`config.mk`:
```
export PLATFORM = sky130hd
export DESIGN_NAME = adder4_selfcheck
export DESIGN_NICKNAME = d
export VERILOG_FILES = /design/src/rtl/adder4_selfcheck.sv
export SDC_FILE = /design/constraint.sdc
export NUM_CORES = 1
export LEC_CHECK = 0
export CAP_MARGIN = 40
export CORE_MARGIN = 2
export CORE_UTILIZATION = 45
export CTS_CLUSTER_DIAMETER = 40
export DETAILED_ROUTE_END_ITERATION = 8
export PLACE_DENSITY = 0.71
export REMOVE_ABC_BUFFERS = 1
export SYNTH_ARGS = -nofsm -noshare
export SYNTH_HDL_FRONTEND = slang
export SYNTH_SLANG_ARGS = --single-unit
```
`constraint.sdc`:
```
create_clock -name clk -period 6.2 [get_ports clk]
set_input_delay 1.24 -clock clk [delete_from_list [all_inputs] [get_ports clk]]
set_output_delay 1.24 -clock clk [all_outputs]
set_load 0.02 [all_outputs]
```
`src/rtl/adder4_selfcheck.sv`:
```
// Built-in self-test engine for a 4-bit ripple adder: sweeps all 512
// {cin,inb,ina} combinations, counts mismatches and captures the first failure.
module adder4_selfcheck #(
    parameter int unsigned SETTLE_CYCLES = 1
) (
    input  logic       clk,
    input  logic       rst,
    input  logic       start,
    output logic [3:0] dut_ina,
    output logic [3:0] dut_inb,
    output logic       dut_cin,
    input  logic [3:0] dut_sum,
    input  logic       dut_cout,
    output logic       busy,
    output logic       done,
    output logic       pass,
    output logic [9:0] err_count,
    output logic       first_err_valid,
    output logic [8:0] first_err_vec,
    output logic [4:0] first_err_got
);

    localparam int unsigned VEC_W = 9;
    localparam int unsigned CNT_W = 10;
    localparam int unsigned RES_W = 5;
    localparam int unsigned SET_W = 4;

    localparam logic [VEC_W-1:0] LAST_VEC    = VEC_W'(511);
    localparam logic [SET_W-1:0] SETTLE_LOAD = SET_W'(SETTLE_CYCLES - 1);

    typedef enum logic [1:0] {
        IDLE   = 2'd0,
        SETTLE = 2'd1,
        CHECK  = 2'd2,
        DONE   = 2'd3
    } state_t;

    state_t             state_q, state_d;
    logic [VEC_W-1:0]   vec_q, vec_d;
    logic [SET_W-1:0]   settle_cnt_q, settle_cnt_d;
    logic [CNT_W-1:0]   err_count_q, err_count_d;
    logic               first_err_valid_q, first_err_valid_d;
    logic [VEC_W-1:0]   first_err_vec_q, first_err_vec_d;
    logic [RES_W-1:0]   first_err_got_q, first_err_got_d;
    logic               busy_q, busy_d;
    logic               done_q, done_d;
    logic               pass_q, pass_d;

    logic [RES_W-1:0]   exp_c;
    logic [RES_W-1:0]   got_c;
    logic               mismatch_c;

    // Golden sum at full 5-bit width, compared against the adder's {cout,sum}
    always_comb begin
        exp_c      = RES_W'(vec_q[3:0]) + RES_W'(vec_q[7:4]) + RES_W'(vec_q[8]);
        got_c      = {dut_cout, dut_sum};
        mismatch_c = (got_c != exp_c);
    end

    always_comb begin
        state_d           = state_q;
        vec_d             = vec_q;
        settle_cnt_d      = settle_cnt_q;
        err_count_d       = err_count_q;
        first_err_valid_d = first_err_valid_q;
        first_err_vec_d   = first_err_vec_q;
        first_err_got_d   = first_err_got_q;

        case (state_q)
            IDLE, DONE: begin
                if (start) begin
                    state_d           = SETTLE;
                    vec_d             = '0;
                    settle_cnt_d      = SETTLE_LOAD;
                    err_count_d       = '0;
                    first_err_valid_d = 1'b0;
                    first_err_vec_d   = '0;
                    first_err_got_d   = '0;
                end
            end
            SETTLE: begin
                if (settle_cnt_q == '0) begin
                    state_d = CHECK;
                end else begin
                    settle_cnt_d = settle_cnt_q - SET_W'(1);
                end
            end
            CHECK: begin
                if (mismatch_c) begin
                    err_count_d = err_count_q + CNT_W'(1);
                    if (!first_err_valid_q) begin
                        first_err_valid_d = 1'b1;
                        first_err_vec_d   = vec_q;
                        first_err_got_d   = got_c;
                    end
                end
                if (vec_q == LAST_VEC) begin
                    state_d = DONE;
                end else begin
                    vec_d        = vec_q + VEC_W'(1);
                    settle_cnt_d = SETTLE_LOAD;
                    state_d      = SETTLE;
                end
            end
            default: state_d = IDLE;
        endcase

        // Status flags registered from the next state so they align with it
        busy_d = (state_d == SETTLE) || (state_d == CHECK);
        done_d = (state_d == DONE);
        pass_d = done_d && (err_count_d == '0);
    end

    always_ff @(posedge clk) begin
        if (rst) begin
            state_q           <= IDLE;
            vec_q             <= '0;
            settle_cnt_q      <= '0;
            err_count_q       <= '0;
            first_err_valid_q <= 1'b0;
            first_err_vec_q   <= '0;
            first_err_got_q   <= '0;
            busy_q            <= 1'b0;
            done_q            <= 1'b0;
            pass_q            <= 1'b0;
        end else begin
            state_q           <= state_d;
            vec_q             <= vec_d;
            settle_cnt_q      <= settle_cnt_d;
            err_count_q       <= err_count_d;
            first_err_valid_q <= first_err_valid_d;
            first_err_vec_q   <= first_err_vec_d;
            first_err_got_q   <= first_err_got_d;
            busy_q            <= busy_d;
            done_q            <= done_d;
            pass_q            <= pass_d;
        end
    end

    assign dut_ina         = vec_q[3:0];
    assign dut_inb         = vec_q[7:4];
    assign dut_cin         = vec_q[8];
    assign busy            = busy_q;
    assign done            = done_q;
    assign pass            = pass_q;
    assign err_count       = err_count_q;
    assign first_err_valid = first_err_valid_q;
    assign first_err_vec   = first_err_vec_q;
    assign first_err_got   = first_err_got_q;

endmodule

```
**Word-level counts from Yosys, hierarchy flattened**

Index checks and enable logic that the tools add are counted.

- Bits in registers: 43
- Bits in latches: 0
- Bits in writable memories: 0
- Bits in read-only memories: 0
- Logic and storage cells: 63
- Memories kept: 0

- $add $sub $neg: 5
- Multiply operators: 0
- Div/mod/pow operators: 0
- Magnitude comparators: 0
- Equality and inequality tests: 13
- Shifts and indexed selects: 0
- Mux-type cells: 24
- Bitwise operators: 0
- Reductions and logical operators: 11

Operators with widths:

| cell | number |
|---|---|
| 2-to-1 mux 9 bit | 4 |
| case mux 9 bit (2 select lines) | 2 |
| 2-to-1 mux 10 bit | 2 |
| case mux 10 bit (2 select lines) | 1 |
| 2-to-1 mux 5 bit | 3 |
| 2-to-1 mux 4 bit | 3 |
| case mux 4 bit (3 select lines) | 1 |
| adder 10 x 1 -> 10 bit, second input constant | 1 |
| logical NOT 10 bit | 1 |
| != test 2 bit, second input constant | 5 |
| case mux 5 bit (2 select lines) | 1 |
| adder 9 x 1 -> 9 bit, second input constant | 1 |
| == test 9 bit, second input constant | 1 |
| AND reduction 3 bit | 3 |
| == test 2 bit, second input constant | 4 |
| 2-to-1 mux 2 bit | 3 |
| case mux 2 bit (3 select lines) | 1 |
| adder 4 x 4 -> 5 bit | 1 |
| adder 5 x 1 -> 5 bit | 1 |
| != test 5 bit | 1 |
| == test 2 x 1 -> 1 bit, second input constant | 2 |
| logical NOT 4 bit | 1 |
| AND reduction 4 bit | 1 |
| subtractor 4 x 1 -> 4 bit, second input constant | 1 |
| 7 further kinds | 8 |

**Longest topological paths before layout**

- Word-level depth: 7
- Depth in mapped cells: 16

**Worst setup path before layout**

No wires, ideal clock.

- Path type: register to register
- Start point: reg vec_q[0]
- End point: reg pass_q (netlist: pass)
- Library setup time: 0.061 ns
- Arrival time: 3.036 ns
- Data required time: 6.139 ns
- Path slack: 3.103 ns
- Stages on the path, launching flop included: 15
- Path buffers: 2
- Cells stage by stage: dfxtp_1 -> inv_1 -> fa_1 -> inv_1 -> fa_1 -> xnor2_1 -> nand2_1 -> nor4_2 -> and2_1 -> buf_6 -> buf_6 -> nor3_1 -> a221o_1 -> nor4_2 -> and4_1

- Word-level cells in the longest chain between the ends: 7

RTL lines:

| element | RTL line | RTL |
|---|---|---|
| start, declared | 39 | `logic [VEC_W-1:0] vec_q, vec_d;` |
| start signal, assigned | 128 | `vec_q <= vec_d;` |
| adder 4 x 4 -> 5 bit | 55 | `exp_c = RES_W'(vec_q[3:0]) + RES_W'(vec_q[7:4]) + RES_W'(vec_q[8]);` |
| adder 5 x 1 -> 5 bit | 55 |  |
| != test 5 bit | 57 | `mismatch_c = (got_c != exp_c);` |
| 2-to-1 mux 10 bit | 89 | `if (mismatch_c) begin` |
| case mux 10 bit (2 select lines) | 69 | `case (state_q)` |
| logical NOT 10 bit | 111 | `pass_d = done_d && (err_count_d == '0);` |
| logical AND 1 bit * | 111 |  |
| end signal, assigned | 136 | `pass_q <= pass_d;` |
| end, declared | 47 | `logic pass_q, pass_d;` |

Every way passes the cells marked *; elsewhere a longest branch is shown, timed or not.
A chain may end at the register's enable or synchronous reset.

**Final worst setup path**

- Start point: reg vec_q[0]
- End point: reg first_err_vec_q[1] (netlist: first_err_vec[1])

- Word-level cells in the longest chain between the ends: 5

RTL lines:

| element | RTL line | RTL |
|---|---|---|
| adder 4 x 4 -> 5 bit | 55 |  |
| adder 5 x 1 -> 5 bit | 55 |  |
| != test 5 bit | 57 |  |
| != test 2 bit (no source line) | -- |  |
| AND reduction 4 bit (no source line) | -- |  |
| end signal, assigned | 132 | `first_err_vec_q <= first_err_vec_d;` |
| end, declared | 43 | `logic [VEC_W-1:0] first_err_vec_q, first_err_vec_d;` |

No other way between the ends.

==> results.ini <==
[global_route]
grt_max_degree=38
track_usage_pct=20.0
antenna_found_initial=0
grt_pass1_wl_mm=8.83
grt_pass1_vias=1911
grtUsageMet2_pct=31.1
use_met3_pct=3.17
grt-ovfl-total=0
use_met1_pct=28.2
grt-busiest-layer=met2

[worst_setup_path]
crit_type=reg2reg
end_kind=flop
critPathLaunchType=flop
crit_fanout=15
required_ps=6370
cp.arrival_ps=3750

[synth]
synthTopCellsByArea=dfxtp_1 (38%), a21oi_1 (6.5%), nand2_1 (6.2%)
synthTopCellsByCount=dfxtp_1 (43), nand2_1 (38), a21oi_1 (30)
yosysMostFrequentCell=dfxtp_1
yosysTopAreaCell=dfxtp_1
synth-seq-cells=43
synth_area_mm2=0.00229
ys_async_sr_fraction_pct=0
synth_cells=290
synth_top_area_share_pct=37.5
synthDistinctLibCells=44
synth-main-ff-cell=dfxtp_1
synth_edf_count=0
synth_area_per_cell_um2=7.91
yosys_warnings=0
yosysSeqAreaShare_pct=37.5

[route]
wl_mm=5.19
drt_iter0_markers=169
ant_nets=0
drcViolationCount=0
drtPass1Iterations=4
viasPerCell=5.29
vias=2088
wire_per_inst_um=13.1

[placed_design]
hpwlAfterDp_mm=3.65
dp_slack_ps=2380
dp.cells=387
place.gp.congestion=0.821
numPortBuffers=44

[power]
power_density_mw_per_mm2=318
peakVddDrop_uv=269
power_leakage_nw=1.05
p_total_mw=0.916

[hold_path]
hold_path_class=reg2reg

[clock_network]
htree_levels=2
cts_buffers=5
post_cts_resize_count=0
cts_tree=built
cts_root_buf=clkbuf_8
clockBufferDepth=2
cts.clk_slew.worst_paths_ps=80
hold_buffers=0
clk-insertion-delay-late_ps=300
post_cts_buffers=0
cts.sinks=43

[floorplan]
fp-row-count=25
dieArea_mm2=0.00568
initial_core_util_pct=47.6
core_mm2=0.00482
fp.dieW_um=75.4
num_io_pins=45
die_h_um=75.4

[timing]
finalSetupTns_ps=0
tightest_slew_ps=704
slew_viol_final=0
rsz0062_at_grt=false
fin_crit_sh_pct=57.7
setup_viol=0
setup_ws_ps=2620
finalCriticalPeriod_ps=3580
fin_skew_ps=5.66
relSlewSlack_pct=53.0
timing.fmax_ghz=0.280
hold_violations=0

[final_layout]
nFillCells=485
area_growth_syn_to_layout_pct=25.6
final_nets=348
n_antenna_cell=0
final_util_pct=59.8
drive_gt1_share_pct=4.27
final_cells=395

[outcome]
outcome=finished clean

[job]
drv_cap=0

## worst paths after layout
kind	from	endpoint	slack, ps	cells after the start
hold reg to reg	first_err_got[0]$_SDFFE_PP0P_	first_err_got[0]$_SDFFE_PP0P_	460	2
setup reg to reg	vec_q[0]$_SDFFE_PP0P_	first_err_vec[1]$_SDFFE_PP0P_	2620	12
setup / recovery	vec_q[0]$_SDFFE_PP0P_	first_err_vec[1]$_SDFFE_PP0P_	2620	12
hold / removal	first_err_got[0]$_SDFFE_PP0P_	first_err_got[0]$_SDFFE_PP0P_	460	2
## state kept, by name (all words and copies together), names as in the netlist
signal and cells:
settle_cnt_q 4, state_q 2, pass 1, first_err_vec 9, first_err_valid 1, err_count 10, done 1, busy 1
first_err_got 5, vec_q 9
## cells by family (layout without fill, tap and decap cells)
kind of cell	Yosys count	after routing	synth area share, %
AND/OR/NAND/NOR	135	135	28.5
buffers and inverters	27	65	5.13
multiplexers	1	1	0.436
XOR/XNOR	15	15	5.73
adder cells (fa/ha/maj)	13	13	7.75
flip-flops	43	43	37.5
AO/OA/AOI/OAI	56	56	14.9
## layer usage
layer,vias up,share of wire [%]
met5,-,0
met4,0,1.2
met3,7,2.9
met2,36,46
met1,965,49
li1,1080,-
## report_power, final
part	total (mW)	switching (mW)	internal [mW]	leakage, nW
Sequential	0.325	0.0206	0.305	0.348
Clock	0.228	0.0977	0.130	0.0612
Combinational	0.362	0.227	0.136	0.640
Total	0.916	0.345	0.571	1.05
## final cells by class
class	count	area, µm²	area share (%)
inverter	11	41.3	1.43
tap	67	83.8	2.91
multi-input combinational	220	1320	45.6
sequential	43	861	29.9
timing repair buffer	46	463	16.1
clock buffer	6	82.6	2.87
clock inverter	2	35.0	1.22
## per-stage QoR
| step | instance area, µm² | hold slack (ps) |
|---|---|---|
| after CTS | 2880 | 457 |
| after detailed placement | 2760 | 445 |
| after floorplan | 2220 | 476 |
| final | 2880 | 455 |
| after global placement | 2750 | 440 |
| after global routing | 2880 | 470 |
## placed cells by master, fill, tap and decap left out, drive strengths merged, types with 2 or more instances in the layout
master	instances
clkdlybuf4s50	44
dfxtp	43
nand2	38
a21oi	30
nand3	27
nor2	26
nor3	12
inv	11
ha	11
xnor2	8
xor2	7
nor2b	6
clkbuf	6
a21o	5
o21ai	5
nand2b	4
and3	4
nor4	4
nand4	3
or3	3
and2	3
a311oi	2
nand3b	2
or2	2
a22oi	2
fa	2
buf	2
## worst max-delay path: stages, from the launching register on
cell     delay [ps]
dfxtp_1         450
inv_1           120
fa_1            460
inv_1            90
fa_1            420
xnor2_1         180
nand2_1          80
nor4_2          300
and2_1          450
o21ai_0         180
and2_0          430
nand3_1         200
a21oi_1          80
Note: power is estimated with default switching activity, not from simulation.
